<file path="config.mk">
export PLATFORM = sky130hd
export DESIGN_NAME = x1dn_pipe
export DESIGN_NICKNAME = d
export VERILOG_FILES = /design/src/rtl/x1dn_pipe_pkg.sv /design/src/rtl/x1dn_pipe_fifo.sv /design/src/rtl/x1dn_pipe.sv
export SDC_FILE = /design/constraint.sdc
export NUM_CORES = 1
export LEC_CHECK = 0
export ABC_AREA = 0
export CORE_ASPECT_RATIO = 1.2
export CORE_MARGIN = 2
export CORE_UTILIZATION = 32
export DETAILED_ROUTE_END_ITERATION = 6
export PLACE_DENSITY = 0.65
export SETUP_SLACK_MARGIN = 0.1
export SLEW_MARGIN = 20
export SYNTH_ARGS = -nofsm -noshare
export SYNTH_HDL_FRONTEND = slang
export SYNTH_HIERARCHICAL = 1
export SYNTH_SLANG_ARGS = --single-unit
</file>
<file path="constraint.sdc">
create_clock -name clk -period 6.7 [get_ports clk]
set_input_delay 1.005 -clock clk [delete_from_list [all_inputs] [get_ports clk]]
set_output_delay 1.005 -clock clk [all_outputs]
set_load 0.01 [all_outputs]
</file>
<file path="src/rtl/x1dn_pipe_pkg.sv">
// x1dn_pipe_pkg: action encodings, kill pattern and flag vote helper shared by the pipe.
package x1dn_pipe_pkg;
    typedef enum logic [1:0] {
        ACT_PASS = 2'b00,
        ACT_INV  = 2'b01,
        ACT_ZERO = 2'b10,
        ACT_HOLD = 2'b11
    } act_e;
    localparam logic [1:0] KILL_ALL = 2'b11;
    function automatic logic maj3(input logic [2:0] v);
        return (v[0] & v[1]) | (v[0] & v[2]) | (v[1] & v[2]);
    endfunction
endpackage

</file>
<file path="src/rtl/x1dn_pipe_fifo.sv">
// x1dn_pipe_fifo: show-ahead FIFO with power-of-2 depth and an occupancy count.
module x1dn_pipe_fifo #(
    parameter int W     = 9,
    parameter int DEPTH = 4
) (
    input  logic                     clk,
    input  logic                     rst_n,
    input  logic                     i_push,
    input  logic                     i_pop,
    input  logic [W-1:0]             i_data,
    output logic [W-1:0]             o_data,
    output logic                     o_valid,
    output logic [$clog2(DEPTH):0]   o_count
);
    localparam int AW = $clog2(DEPTH);
    logic [W-1:0]  r_mem [DEPTH];
    logic [AW-1:0] r_wr;
    logic [AW-1:0] r_rd;
    logic [AW:0]   r_count;
    always_ff @(posedge clk) begin
        if (!rst_n) begin
            r_wr    <= '0;
            r_rd    <= '0;
            r_count <= '0;
        end else begin
            if (i_push) r_wr <= r_wr + 1'b1;
            if (i_pop) r_rd <= r_rd + 1'b1;
            r_count <= r_count + {{AW{1'b0}}, i_push} - {{AW{1'b0}}, i_pop};
        end
    end
    always_ff @(posedge clk) begin
        if (i_push) r_mem[r_wr] <= i_data;
    end
    assign o_data  = r_mem[r_rd];
    assign o_valid = r_count != '0;
    assign o_count = r_count;
endmodule

</file>
<file path="src/rtl/x1dn_pipe.sv">
// x1dn_pipe: channel select + action/majority stage feeding a show-ahead output FIFO.
module x1dn_pipe
    import x1dn_pipe_pkg::*;
#(
    parameter int NCH   = 4,
    parameter int DW    = 8,
    parameter int DEPTH = 4
) (
    input  logic                     clk,
    input  logic                     rst_n,
    input  logic                     in_valid,
    output logic                     in_ready,
    input  logic [4:0]               in_op,
    input  logic [$clog2(NCH)-1:0]   in_sel,
    input  logic [NCH*DW-1:0]        in_data,
    input  logic [1:0]               in_kill,
    output logic                     out_valid,
    input  logic                     out_ready,
    output logic [DW-1:0]            out_data,
    output logic                     out_flag,
    output logic [7:0]               drop_cnt
);
    localparam int CW = $clog2(DEPTH) + 1;
    logic          r_s1_valid;
    logic [DW-1:0] r_s1_data;
    logic          r_s1_flag;
    logic [DW-1:0] r_last;
    logic [7:0]    r_drop;
    logic [DW-1:0] w_ch;
    logic [DW-1:0] w_data;
    logic          w_acc;
    logic          w_kill;
    logic          w_fifo_valid;
    logic [CW-1:0] w_count;
    logic [DW:0]   w_head;
    act_e          w_act;
    assign w_ch   = in_data[in_sel*DW +: DW];
    assign w_act  = act_e'(in_op[4:3]);
    assign w_kill = in_kill == KILL_ALL;
    always_comb begin
        w_data = (w_act == ACT_PASS) ? w_ch :
                 (w_act == ACT_INV)  ? ~w_ch :
                 (w_act == ACT_ZERO) ? '0 : r_last;
    end
    // Stage 1 counts against capacity so its next-cycle push can never overflow.
    assign in_ready = rst_n && ((w_count + CW'(r_s1_valid)) < CW'(DEPTH));
    assign w_acc    = in_valid && in_ready;
    always_ff @(posedge clk) begin
        if (!rst_n) begin
            r_s1_valid <= 1'b0;
            r_last     <= '0;
            r_drop     <= '0;
        end else begin
            r_s1_valid <= w_acc && !w_kill;
            if (w_acc && !w_kill) r_last <= w_data;
            if (w_acc && w_kill && r_drop != 8'hFF) r_drop <= r_drop + 8'd1;
        end
    end
    always_ff @(posedge clk) begin
        if (w_acc && !w_kill) begin
            r_s1_data <= w_data;
            r_s1_flag <= maj3(in_op[2:0]);
        end
    end
    x1dn_pipe_fifo #(.W(DW + 1), .DEPTH(DEPTH)) u_fifo (
        .clk     (clk),
        .rst_n   (rst_n),
        .i_push  (r_s1_valid),
        .i_pop   (out_valid && out_ready),
        .i_data  ({r_s1_data, r_s1_flag}),
        .o_data  (w_head),
        .o_valid (w_fifo_valid),
        .o_count (w_count)
    );
    assign out_valid            = rst_n && w_fifo_valid;
    assign {out_data, out_flag} = w_head;
    assign drop_cnt             = r_drop;
endmodule
</file>
[After elaboration in Yosys (flattened, before gate mapping)]
Memories as Yosys holds them, arrays and structs flattened. A register that Yosys moved wholly into a read port is not among the register bits.
Index checks and enable logic that the tools add are counted.
W data, S select, Z words.
Word-level totals
  register bits after elaboration: 33
  bits in latches: 0
  RAM bits: 36
  ROM bits: 0
  bits of input ports: 45
  output and inout bits: 19
  word-level logic and storage cells: 43
  memories kept: 1
Operators by class
  add/subtract/negate cells: 5
  multipliers: 0
  div/mod/pow operators: 0
  $lt $le $gt $ge: 1
  eq/ne operators: 4
  shifts and indexed selects: 1
  muxes and demuxes: 7
  bitwise gates (word level): 6
  reduce and logical (&&, ||, !) cells: 10
Memory list
  u_fifo.r_mem: words 4, width 9, rd ports 1, clocked after Yosys merged registers in 1, wr ports 1, line x1dn_pipe_fifo.sv:16  | logic [W-1:0] r_mem [DEPTH];
Operators by type and width (number)
  $shiftx A32 B6 Y8: 1
  $mux W8: 3
  $add A8 B1 Y8 const B: 1
  $ne A8 B8 Y1 const B: 1
  $not A8 Y8: 1
  $logic_and A1 B1 Y1: 7
  $add A2 B1 Y2 const B: 2
  $eq A2 B2 Y1 const B: 2
  $mux W2: 2
  $add A3 B1 Y3: 1
  $and A1 B1 Y1: 3
  $lt A3 B3 Y1 const B: 1
  $reduce_bool A3 Y1: 1
  $sub A3 B1 Y3: 1
  $eq A2 B1 Y1 const B: 1
  $logic_not A2 Y1: 1
  $mux W1: 2
  $or A1 B1 Y1: 2
  $logic_not A1 Y1: 1

[Depth between registers and ports, before layout]
  word-level depth: 6
  gate-level depth with buffers: 8
  gate-level depth less buffers: 8

[Modules after synthesis]
Netlist, hierarchy kept.
By module, submodules not included
  x1dn_pipe_fifo: instances 1, cells each 89, area each 1737.9 µm², sequential area each 1261.2 µm²
  x1dn_pipe: instances 1, cells each 146, area each 1575.3 µm², sequential area each 610.6 µm²

[Worst setup path after synthesis]
Ideal clock, no wire load.
  kind: input-to-reg
  start: input rst_n
  end: register u_fifo.r_count[2], in the netlist u_fifo/o_count[2]
  setup time: 0.064 ns
  arrival: 2.646 ns
  required time: 6.636 ns
  setup slack: 3.990 ns
  stages on the path: 8
  buffers on the path: 1
  cells stage by stage: clkbuf_1 > and3_1 > ha_1 > inv_1 > ha_1 > fa_1 > xor3_1 > nor2_1
On the way
  cells in the longest elaborated chain, start to end: 3
RTL lines
  from (decl): line x1dn_pipe.sv:10  | input logic rst_n,
  $logic_and A1 B1 Y1: line x1dn_pipe.sv:75  | assign out_valid = rst_n && w_fifo_valid;
  $logic_and A1 B1 Y1: line x1dn_pipe.sv:69  | .i_pop (out_valid && out_ready),
  $sub A3 B1 Y3: line x1dn_pipe_fifo.sv:28  | r_count <= r_count + {{AW{1'b0}}, i_push} - {{AW{1'b0}}, i_pop};
  to (signal assigned): line x1dn_pipe_fifo.sv:28
  to (decl): line x1dn_pipe_fifo.sv:19  | logic [AW:0] r_count;
Several ways; a longest one is shown, not always the timed one.
A chain may end at the register's enable or synchronous reset.

[Worst setup path in the final report]
  start: input rst_n
  end: output out_valid
On the way
  cells in the longest elaborated chain, start to end: 1
RTL lines
  $logic_and A1 B1 Y1: line x1dn_pipe.sv:75
  to (decl): line x1dn_pipe.sv:17  | output logic out_valid,
No other way between the ends.

==> summary.md <==
| Metric | Value |
|---|---|
| EDFF count, synth | 45 |
| Clock sinks | a little over 70 |
| Required time worst endpoint | about 5.7 ns |
| Hold depth | 2 |
| Die Y | 115 um |
| Buffers on Ports | 63 |
| Routed WL per cell | 12.9 um |
| Die Wd | just under 100 um |
| Hold_sp | drop_cnt[5]$_SDFFE_PN0P_ |
| Highest clock rate | around 260 MHz |
| Share of post-route cells with drive strength above 1 | 14.5% |
| Hold Path End | drop_cnt[5]$_SDFFE_PN0P_ |
| Post-synth top area share | 40.8% |
| Vias | between 2,000 and 2,500 |
| Ant diodes | 0 |
| Overall Global Routing Usage | 10.2% |
| Synth cell types | 42 |
| Post-CTS Hold Fix Bufs | 0 |
| NumNets Final | 351 |
| DR vias/cell | ~4.8 |
| I/O Pins | 64 |
| Drt total wl | 5.54 mm |
| Number of fill cells | 908 |
| Count leader, synth | edfxtp_1 |
| CTS H-tree lvls | 3 |
| RSZ-0062 raised after global routing | no |
| CTS Buf Count | 9 |
| Final min period | 3.79 ns |
| Register area | 1870 um^2 |
| R2r worst-path depth | 8 |
| Synth area leaders | edfxtp_1 41%, dfxtp_1 16%, mux4_2 12% |
| Synth Flop Type | edfxtp_1 |
| Final Util | a little over two fifths |
| Post-Synthesis Cells | 235 |
| CP endpoint kind | primary output |
| Total Neg Setup Slack | 0 ns |
| Clock latency on the worst-skew pair | 0.33 ns |
| Final Max Tran Viols | 0 |
| Max-Cap Viols | 0 |
| Post-synth top cells | 45 x edfxtp_1, 26 x dfxtp_1, 17 x mux4_2, 17 x nand2_1, 14 x nor2_1 |
| Setup Viol. Count Final | 0 |
| Postcts setup bufs | 0 |
| R2R setup slack | around 4.4 ns |
| Initial cell density of the core | 32.9% |
| Initial antenna violation count | 0 |
| Drc violations | 0 |
| Status | finished clean |
| Reg2reg start | u_fifo/o_count[2]$_SDFF_PN0_ |
| Cts repair resizes | 0 |
| CP Data Arrival Time | 2.79 ns |
| GRT overflow | 0 |
| Total die area | between 10,000 and 15,000 um^2 |
| Clock Skews | 0.00453 ns |
| First-pass GRT wire length | 9.14 mm |
| Sequential-to-total area share from yosys stat | 56.5% |
| Tcrit/Tclk final | 56.6% |
| Post-DRT Antenna Nets | 0 |
| Worst hold slack | around 0.49 ns |
| Synthesis-stage register bit count | 71 |
| RePlAce Congestion | 0.759 |
| Kind of critical path | input pin to primary output |
| Syn Nets | 288 |
| Number of global-route vias before repair | 1,992 |
| Iteration-0 DRC Markers | 45 |
| Asr flop ratio synth | 0% |
| Row count | 40 |
| Min-Delay Path Class | flip-flop to flip-flop |
| Crit path max fanout | 27 |
| Synth area leader | edfxtp_1 |
| Slew at the pin with the worst max-slew slack | 0.846 ns |
| Post-synthesis cell area | 3310 um^2 |
| CTS tree | done |
| VDD IR-drop max | about 0.00017 V |
| Syn_area_per_cell | 14.1 um^2 |
| Largest net degree at the start of global routing | 28 |
| Leakage | 1.49 nW |
| Worst setup SP type | input pin |
| HPWL after DPL | 4.06 mm |
| Yosys warning total | 6 |
| Rel. slew slack | between 40% and 50% |
| Multi-input logic area | 1320 um^2 |
| Pwr Total | ~1.2 mW |
| Final count of hold timing violations | 0 |
| Worst-case clock buffer depth | 2 |
| DRT Pass-1 Iters | 4 |
| R2r endpoint | u_fifo/o_count[2]$_SDFF_PN0_ |
| PwrDens | 269 nW/um^2 |
| Placeable Area | ~10,000 um^2 |
| Reg clk slew, reported paths | 0.06 ns |
| Layout overhead on the synthesized area | 30.1% |
| Clock tree root driver cell | clkbuf_16 |
[cell families after synthesis]
| group | synth area share (%) |
|---|---|
| AND/OR/NAND/NOR | 10.9 |
| flip-flops | 56.5 |
| multiplexers | 14.0 |
| AO/OA/AOI/OAI | 5.63 |
| buffers and inverters | 3.74 |
| XOR/XNOR | 5.70 |
| adder cells (fa/ha/maj) | 3.55 |
[cells in the final DEF, fill, tap and decap left out, types with 8 or more instances in the layout]
cell / netlist / routed
dfxtp_1: 26 / 26
inv_1: 10 / 10
mux2i_1: 8 / 8
mux4_2: 17 / 17
clkbuf_16: 0 / 9
edfxtp_1: 45 / 45
nand3_1: 11 / 11
o21ai_1: 8 / 8
clkdlybuf4s50_1: 0 / 63
xnor2_2: 8 / 8
and2_1: 12 / 12
o221a_1: 8 / 8
nor2_1: 14 / 14
nand2_1: 17 / 17
[sequential cells by signal, summed over array words and instances (netlist names), named ones only]
signal and count:
drop_cnt 8, r_s1_valid 1, r_s1_data 8, u_fifo/r_mem 36, u_fifo/r_rd 2, r_last 8, r_s1_flag 1, u_fifo/o_count 3
u_fifo/r_wr 2
[power breakdown]
part	switching (mW)	internal [mW]
logic	0.0751	0.118
clock network	0.189	0.258
registers	0.0243	0.495
[worst max-delay path by stage]
| stage | startpoint | endpoint | slack, ns |
|---|---|---|---|
| 6_report | rst_n | out_valid | 2.91 |
| 4_1_cts | rst_n | out_valid | 2.85 |
| 5_1_grt | rst_n | out_valid | 2.75 |
| 3_3_place_gp | rst_n | out_valid | 2.88 |
| 2_1_floorplan | rst_n | u_fifo/o_count[2]$_SDFF_PN0_ | 3.99 |
| 3_5_place_dp | rst_n | out_valid | 2.88 |
[stage by stage]
stage / cells / cell area (um^2) / setup slack, ns
2_1_floorplan: 235 / 3310 / 3.99
3_5_place_dp: 413 / 4020 / 2.88
4_1_cts: 429 / 4310 / 2.85
6_report: 429 / 4310 / 2.91
3_3_place_gp: 413 / 4020 / 2.88
5_1_grt: 429 / 4310 / 2.75
[critical path, stage by stage]
cell and delay (ns):
clkdlybuf4s50_1 1.02, and2_1 0.23, clkdlybuf4s50_1 0.53
[cell type report]
class                           count  area share (%)
Timing Repair Buffer               64            14.8
Multi-Input combinational cell    142            30.6
Tap cell                          126            3.66
Clock buffer                        9            5.23
Inverter                           10           0.871
Sequential cell                    71            43.4
Clock inverter                      7            1.42
[metal layers]
metal / wire (um) / share of wire, % / vias up / GRT usage [%]
met3: 306 / 5.5 / 9 / 3.68
met1: 2450 / 44 / 968 / 11.9
met2: 2710 / 49 / 60 / 17.9
met5: 0 / 0 / - / 0
met4: 65 / 1.2 / 0 / 3.10
li1: - / - / 1009 / -
No activity file was read; power rests on OpenSTA's default activity.
